File: config.mk
export PLATFORM = sky130hd
export DESIGN_NAME = grade_guess
export DESIGN_NICKNAME = d
export VERILOG_FILES = /design/src/rtl/grade_guess.sv
export SDC_FILE = /design/constraint.sdc
export NUM_CORES = 1
export LEC_CHECK = 0
export BUFFER_PORTS_ARGS = -buffer_cell sky130_fd_sc_hd__buf_2
export CORE_AREA = 4 4 77 97
export DETAILED_ROUTE_END_ITERATION = 6
export DIE_AREA = 0 0 81 101
export GPL_TIMING_DRIVEN = 0
export PLACE_DENSITY_LB_ADDON = 0.05
export SLEW_MARGIN = 0
export SYNTH_ARGS = -nofsm -noshare
export SYNTH_HDL_FRONTEND = slang
export SYNTH_SLANG_ARGS = --single-unit
File: constraint.sdc
create_clock -name clock -period 12.3 [get_ports clock]
set_input_delay 1.845 -clock clock [delete_from_list [all_inputs] [get_ports clock]]
set_output_delay 1.845 -clock clock [all_outputs]
set_load 0.05 [all_outputs]
File: src/rtl/grade_guess.sv
// Scores a guess against the stored master pattern: Znarly counts exact matches,
// Zood counts right-shape/wrong-position matches, over an 8-cycle sequential pass.
module grade_guess #(
    parameter int NUM_POS = 4
) (
    input  logic                 clock,
    input  logic                 reset,
    input  logic [3*NUM_POS-1:0] master_pattern,
    input  logic                 load_master,
    output logic                 master_loaded,
    input  logic [3*NUM_POS-1:0] guess,
    input  logic                 guess_valid,
    output logic                 guess_ready,
    output logic [3:0]           Znarly,
    output logic [3:0]           Zood,
    output logic                 result_valid,
    output logic                 guess_error
);

    typedef enum logic [1:0] {
        IDLE  = 2'd0,
        EXACT = 2'd1,
        COUNT = 2'd2,
        DONE  = 2'd3
    } state_t;

    function automatic logic all_legal(input logic [3*NUM_POS-1:0] p);
        logic ok;
        ok = 1'b1;
        for (int i = 0; i < NUM_POS; i++) begin
            ok = ok & (p[3*i +: 3] != 3'd0) & (p[3*i +: 3] != 3'd7);
        end
        return ok;
    endfunction

    state_t               state_q, state_d;
    logic [3*NUM_POS-1:0] master_q, master_d;
    logic [3*NUM_POS-1:0] guess_q, guess_d;
    logic [NUM_POS-1:0]   used_q, used_d;
    logic                 master_loaded_q, master_loaded_d;
    logic [3:0]           znarly_acc_q, znarly_acc_d;
    logic [3:0]           zood_acc_q, zood_acc_d;
    logic [2:0]           shape_q, shape_d;
    logic [3:0]           znarly_q, znarly_d;
    logic [3:0]           zood_q, zood_d;
    logic                 result_valid_q, result_valid_d;
    logic                 guess_error_q, guess_error_d;

    logic                 idle_s, accept_s, load_ok_s;
    logic [3:0]           exact_cnt_s, cnt_g_s, cnt_m_s, min_s, zood_sum_s;
    logic [NUM_POS-1:0]   exact_mask_s;

    // Handshake and per-pass match counting over the registered patterns.
    always_comb begin
        idle_s       = (state_q == IDLE);
        guess_ready  = idle_s & master_loaded_q & ~load_master;
        accept_s     = guess_valid & guess_ready;
        load_ok_s    = idle_s & load_master & all_legal(master_pattern);
        exact_cnt_s  = 4'd0;
        exact_mask_s = '0;
        cnt_g_s      = 4'd0;
        cnt_m_s      = 4'd0;
        for (int i = 0; i < NUM_POS; i++) begin
            exact_mask_s[i] = (guess_q[3*i +: 3] == master_q[3*i +: 3]);
            exact_cnt_s     = exact_cnt_s + {3'd0, exact_mask_s[i]};
            // Positions consumed by an exact match are excluded from shape counts.
            cnt_g_s = cnt_g_s + {3'd0, (~used_q[i] & (guess_q[3*i +: 3] == shape_q))};
            cnt_m_s = cnt_m_s + {3'd0, (~used_q[i] & (master_q[3*i +: 3] == shape_q))};
        end
        if (cnt_g_s < cnt_m_s) begin
            min_s = cnt_g_s;
        end else begin
            min_s = cnt_m_s;
        end
        zood_sum_s = zood_acc_q + min_s;
    end

    // Next-state and next-output logic of the scoring FSM.
    always_comb begin
        state_d         = state_q;
        master_d        = master_q;
        guess_d         = guess_q;
        used_d          = used_q;
        master_loaded_d = master_loaded_q;
        znarly_acc_d    = znarly_acc_q;
        zood_acc_d      = zood_acc_q;
        shape_d         = shape_q;
        znarly_d        = znarly_q;
        zood_d          = zood_q;
        result_valid_d  = 1'b0;
        guess_error_d   = 1'b0;
        case (state_q)
            IDLE: begin
                if (load_ok_s) begin
                    master_d        = master_pattern;
                    master_loaded_d = 1'b1;
                end else if (accept_s) begin
                    guess_d = guess;
                    if (all_legal(guess)) begin
                        state_d = EXACT;
                    end else begin
                        guess_error_d = 1'b1;
                    end
                end else begin
                    state_d = IDLE;
                end
            end
            EXACT: begin
                znarly_acc_d = exact_cnt_s;
                used_d       = exact_mask_s;
                zood_acc_d   = 4'd0;
                shape_d      = 3'd1;
                state_d      = COUNT;
            end
            COUNT: begin
                zood_acc_d = zood_sum_s;
                // Results are published on entry to DONE so they are fresh with result_valid.
                if (shape_q == 3'd6) begin
                    state_d        = DONE;
                    znarly_d       = znarly_acc_q;
                    zood_d         = zood_sum_s;
                    result_valid_d = 1'b1;
                end else begin
                    shape_d = shape_q + 3'd1;
                end
            end
            DONE: begin
                state_d = IDLE;
            end
            default: begin
                state_d = IDLE;
            end
        endcase
    end

    // State and output registers.
    always_ff @(posedge clock or posedge reset) begin
        if (reset) begin
            state_q         <= IDLE;
            master_q        <= '0;
            guess_q         <= '0;
            used_q          <= '0;
            master_loaded_q <= 1'b0;
            znarly_acc_q    <= 4'd0;
            zood_acc_q      <= 4'd0;
            shape_q         <= 3'd1;
            znarly_q        <= 4'd0;
            zood_q          <= 4'd0;
            result_valid_q  <= 1'b0;
            guess_error_q   <= 1'b0;
        end else begin
            state_q         <= state_d;
            master_q        <= master_d;
            guess_q         <= guess_d;
            used_q          <= used_d;
            master_loaded_q <= master_loaded_d;
            znarly_acc_q    <= znarly_acc_d;
            zood_acc_q      <= zood_acc_d;
            shape_q         <= shape_d;
            znarly_q        <= znarly_d;
            zood_q          <= zood_d;
            result_valid_q  <= result_valid_d;
            guess_error_q   <= guess_error_d;
        end
    end

    assign master_loaded = master_loaded_q;
    assign Znarly        = znarly_q;
    assign Zood          = zood_q;
    assign result_valid  = result_valid_q;
    assign guess_error   = guess_error_q;

endmodule

==> flow_summary.toml, run 1 <==
[status]
status = "complete, no violations"

[sta]
max_freq_ghz = 0.213
max_slew.worst_pin.slew_ps = 703
fin_tns_setup_ps = 0
period_needed_ps = 4700
hold_slack_ps = 488
fin_crit_sh_pct = 38.2
setup_viol = 0
finClkSkew_ps = 7.53
relSlewSlack_pct = 53.1
rsz0062_at_grt = "no"
slew_viol_final = 0
hold_viol_final = 0

[cts]
post_cts_buffers = 0
cts.reportedPaths.clkPinSlew_ps = 90
cts_buffers = 5
holdBufCountCts = 0
cts_tree = "done"
clkLatencyLatePin_ps = 300
htreeDepth = 2
cts-resized-gates = 0
clock_sinks = 50
root_buffer = "clkbuf_8"
clockBufferDepth = 2

[detailed_routing]
m1WireLength_mm = 2.57
dr.pass1.iters = 4
wl_met2_mm = 2.89
vias_per_cell = 4.96
wirelength_mm = 5.70
vias = 1891
first_iter_violations = 39
dr.max_layer_used = "met4"
avgRoutedWirePerCell_um = 15.0
final_antenna_net_count = 0
wl_met3_um = 177
drc = 0

[yosys]
synthCells = 248
syn_nets = 297
synth_edf_count = 0
ys_seq_elements = 50
netlist_area_um2 = 2880
yosys.area.top_type_share_pct = 42.6
async_reset_ff_share_pct = 100
syn-mean-instance-area_um2 = 11.6
synth-seq-area-share_pct = 43.5
ys_warn_count = 0
yosys.cell_types.count = 35
netlist_top_cells_count = "49 x dfrtp_1, 27 x mux2_2, 20 x xnor2_1"
synth_top_area_cell = "dfrtp_1"
synth_top_flop_cell = "dfrtp_1"
yosysMostFrequentCell = "dfrtp_1"
ys_top_cells_by_area = "dfrtp_1 43%, mux2_2 11%, ha_1 7.4%, xnor2_1 6.1%, xor2_1 5.5%"

[die]
die-height_um = 101
core_um2 = 6520
fp-row-count = 33
dieArea_um2 = 8180
start_util_pct = 44.2
fp.dieW_um = 81
boundaryPins = 40

[power]
power_leakage_nw = 1.63
power_frac_comb_pct = 54.3
swShare_pct = 40.0
p_per_area_nw_per_um2 = 276
power.ir.vdd_worst_mv = 0.0886
p_switching_mw = 0.365
p_int_mw = 0.548
p_clk_share_pct = 13.2
p_seq_share_pct = 32.4

[setup_path]
crit_slowest_cell = "dfstp_2"
r2r_slack_ps = 7600
cp-startpoint = "shape_q[0]"
cp.required_ps = 12490
path_max_fanout = 10
cp-start-kind = "flop"
arrival_ps = 4900
cp_top_family = "adder cells"
max_stage_delay_ps = 560
critPathBufInv = 1
path_cells = "clkbuf_1, xor2_1, nor4_1, fa_1, ha_1, ha_1, ha_1, a21o_1, a21o_1, mux2_2, ha_1, fa_1, mux2_2"
worst-path-stages = 13
critPathCaptureType = "flop"
cpMostUsedCell = "ha_1"
worstSetupPathType = "reg -> reg"
r2r-end = "Zood[1]"
reg2reg_from = "shape_q[0]"
crit_end = "Zood[1]"
r2r_cells = 13

[final_layout]
fin_util_pct = 50.8
insertedDiodeCount = 0
nets = 343
area_delta_synth_final_pct = 15.0
drive_above_1_share_pct = 31.0
stdcell_area_um2 = 3310

[place]
routabilityCongestion = 0.726
dp_hpwl_mm = 4.42
portBuffers = 38
dpl_cell_area_um2 = 3200

[flow_run]
maxCapViolCount = 0

[grt]
grt_max_degree = 36
grt_pass1_wl_mm = 9.72
antenna_found_initial = 0
grt_pass1_vias = 1957
grt_usage_pct = 15.5
grt_remaining_overflow = 0

[worst_hold_path]
worstHoldPathType = "reg -> reg"
## worst reg2reg max path: cells and delay by family, from the launching register on
kind,cells,cell delay (ps)
buffers and inverters,1,530
AO/OA/AOI/OAI,2,350
flip-flops,1,560
XOR/XNOR,1,130
adder cells (fa/ha/maj),6,1990
AND/OR/NAND/NOR,1,500
multiplexers,2,560
## power groups by stage
stage	Clock, mW	Sequential (mW)	Combinational, mW
floorplan	0	0.304	0.387
global placement	0	0.300	0.496
detailed placement	0	0.300	0.501
CTS	0.125	0.298	0.506
global route	0.130	0.307	0.568
finish	0.121	0.296	0.496
## worst min path at each step
stage                          startpoint  cells past startpoint        end
after floorplan           znarly_acc_q[2]                      1  Znarly[2]
after global placement            Zood[3]                      2    Zood[3]
after detailed placement          Zood[2]                      2    Zood[2]
after CTS                         Zood[2]                      2    Zood[2]
after global routing      znarly_acc_q[2]                      1  Znarly[2]
final                             Zood[2]                      2    Zood[2]
## per-stage QoR
stage / power [mW] / setup WS (ps) / cells
floorplan: 0.691 / 7930 / 248
global placement: 0.796 / 7530 / 373
detailed placement: 0.801 / 7560 / 374
CTS: 0.928 / 7540 / 381
global route: 1.01 / 7330 / 381
finish: 0.913 / 7600 / 381
## final cells by class
cell class	instances	area, µm²
Multi-Input combinational cell	170	1510
Sequential cell	50	1250
Clock buffer	6	82.6
Tap cell	87	109
Buffer	9	46.3
Fill cell	642	3210
Clock inverter	1	30.0
Inverter	19	71.3
Timing Repair Buffer	39	210
## placed cells by master, fill, tap and decap left out, types with 4 or more instances in the layout
| cell | instances |
|---|---|
| dfrtp_1 | 49 |
| buf_2 | 39 |
| mux2_2 | 27 |
| xnor2_1 | 20 |
| inv_1 | 18 |
| xor2_1 | 18 |
| ha_1 | 17 |
| nand2_1 | 11 |
| nand3_1 | 11 |
| mux2_4 | 9 |
| o21ai_0 | 7 |
| nor3_1 | 6 |
| clkbuf_8 | 6 |
| clkbuf_1 | 5 |
| nor4_1 | 5 |
| and3_1 | 4 |
| or3_1 | 4 |
| nand4_1 | 4 |
| a21oi_1 | 4 |
| fa_1 | 4 |
## per-layer routing
metal	global-route usage (%)	vias to the layer above
li1	-	940
met1	19.5	918
met2	27.3	26
met3	2.42	7
met4	3.90	0
met5	0	-
## state kept, by name, indices dropped and copies added (netlist names)
name / flops
zood_acc_q: 4
guess_q: 12
znarly_acc_q: 3
shape_q: 3
used_q: 4
master_loaded: 1
master_q: 12
Znarly: 3
Zood: 4
guess_error: 1
result_valid: 1
state_q: 2
## logic make-up after synthesis
group	share of synthesized area, %
buffers and inverters	4.08
AO/OA/AOI/OAI	4.04
adder cells (fa/ha/maj)	10.2
AND/OR/NAND/NOR	10.3
other	0.130
flip-flops	43.5
XOR/XNOR	11.6
multiplexers	16.3
Power figures use the tool's default switching activity.
==> inputs of run 2 (changes only) <==
- clock period: 12.3 -> 4.4 ns (I/O delays scaled with it)
==> run 2 against run 1 <==
Effect of this change:
- combinational power rose to 2.8 times the previous value
- non-clock buffer count down 1
- utilization is 0.27 points higher
- fmax increased by 13%
- sequential power grew to 2.9 times the previous value
- largest cell class unchanged
- die area unchanged
- worst hold slack worse by 170 ps
==> flow_summary.toml, run 2 (same netlist as run 1, synthesis figures left out) <==
[die]
start_util_pct = 44.2
boundaryPins = 40
dieArea_um2 = 8180
die-height_um = 101
fp.dieW_um = 81
fp-row-count = 33
core_um2 = 6520

[sta]
rsz0062_at_grt = "no"
fin_crit_sh_pct = 94.3
slew_viol_final = 0
finClkSkew_ps = 7.49
setup_viol = 0
max_slew.worst_pin.slew_ps = 537
period_needed_ps = 4150
relSlewSlack_pct = 63.9
fin_tns_setup_ps = 0
setup_ws_ps = 251
hold_viol_final = 0
max_freq_ghz = 0.241

[cts]
clkLatencyLatePin_ps = 300
post_cts_buffers = 0
clock_sinks = 50
root_buffer = "clkbuf_8"
cts.reportedPaths.clkPinSlew_ps = 90
cts_tree = "done"
htreeDepth = 2
cts_buffers = 5
clockBufferDepth = 2
holdBufCountCts = 0

[setup_path]
r2r-end = "Zood[1]"
cp_top_family = "adder cells"
crit_slowest_cell = "fa_1"
cp-start-kind = "flop"
cpMostUsedCell = "ha_1"
reg2reg_from = "shape_q[2]"
r2r_cells = 13
path_cells = "buf_2, xor2_1, nor4_2, fa_1, ha_1, ha_1, ha_1, a21o_1, a21o_1, mux2_2, ha_1, fa_1, mux2_2"
critPathCaptureType = "flop"
path_max_fanout = 10
r2r_slack_ps = 250
critPathBufInv = 1
crit_end = "Zood[1]"
worstSetupPathType = "reg -> reg"
cp-startpoint = "shape_q[2]"
worst-path-stages = 13
arrival_ps = 4340
max_stage_delay_ps = 480
cp.required_ps = 4590

[detailed_routing]
avgRoutedWirePerCell_um = 15.0
final_antenna_net_count = 0
first_iter_violations = 32
drc = 0
vias = 1897
dr.pass1.iters = 4
wirelength_mm = 5.71
vias_per_cell = 4.99

[power]
swShare_pct = 40.0
p_int_mw = 1.54
power_leakage_nw = 1.64
power.ir.vdd_worst_mv = 0.253
p_per_area_nw_per_um2 = 773
p_clk_share_pct = 13.1
p_seq_share_pct = 33.2
power_frac_comb_pct = 53.7
p_switching_mw = 1.03

[final_layout]
final_cell_count_no_fill = 380
final_cell_mix = "49 x dfrtp_1, 40 x buf_2, 27 x mux2_2"
final_common_cell = "dfrtp_1"
insertedDiodeCount = 0
largestRegisters = "guess_q (12), master_q (12)"
nets = 342
fin_util_pct = 51.0
area_delta_synth_final_pct = 15.6
drive_above_1_share_pct = 32.4

[grt]
grt_usage_pct = 15.5
grt_pass1_vias = 1958
grt_max_degree = 36
grt_remaining_overflow = 0
grt_pass1_wl_mm = 9.71
antenna_found_initial = 0

[flow_run]
maxCapViolCount = 0

[worst_hold_path]
worstHoldPathType = "in -> async"

[place]
routabilityCongestion = 0.726
dp_slack_ps = -337
dp_hpwl_mm = 4.42
portBuffers = 38
dp.cells = 374

[status]
status = "complete, no violations"
run 2: layer usage:
layer,vias up,share of wire [%],global-route usage (%)
met2,26,51,27.4
met3,6,3.2,2.42
li1,937,-,-
met1,928,45,19.4
met4,0,1.2,3.90
met5,-,0,0
run 2: how the worst min path moves through the flow:
stage / startpoint / depth (start not counted) / slack, ps / to
floorplan: znarly_acc_q[2] / 1 / 480 / Znarly[2]
global placement: Zood[3] / 2 / 460 / Zood[3]
detailed placement: Zood[2] / 2 / 480 / Zood[2]
CTS: reset / 2 / 330 / Znarly[0]
global route: reset / 2 / 340 / guess_q[9]
finish: reset / 2 / 320 / Znarly[0]
run 2: final cells by class:
cell class              count  area (µm²)
inverters                  19        71.3
well taps                  87         109
fillers                   642        3190
clock inverters             1        30.0
plain buffers               8        47.5
flip-flops and latches     50        1260
repair buffers             39         210
clock buffers               6        82.6
multi-input cells         170        1520
run 2: worst register-to-register path: cells and delay by family, from the launching register on:
family | cells | cell delay (ps)
compound gates | 2 | 350
mux | 2 | 560
fa+ha+maj | 6 | 1960
buf+inv | 1 | 230
xor+xnor | 1 | 210
simple gates | 1 | 350
flops | 1 | 410
run 2: repair_timing:
action / CTS / global route
endpoints found under the setup margin: 6 / 6
pin swaps: 0 / 2
resized for setup: 3 / 5
run 2: through the flow:
stage / area (µm²) / power [mW] / hold WS, ps
after detailed placement: 3200 / 2.24 / 476
after global routing: 3330 / 2.83 / 343
after CTS: 3320 / 2.60 / 331
after global placement: 3180 / 2.23 / 461
final: 3330 / 2.57 / 318
after floorplan: 2880 / 1.93 / 477
run 2: power by group through the flow:
| stage | Clock [mW] | Sequential, mW | Combinational, mW |
|---|---|---|---|
| after floorplan | 0 | 0.849 | 1.08 |
| after global placement | 0 | 0.838 | 1.39 |
| after detailed placement | 0 | 0.839 | 1.40 |
| after CTS | 0.348 | 0.854 | 1.40 |
| after global routing | 0.363 | 0.885 | 1.58 |
| final | 0.337 | 0.853 | 1.38 |
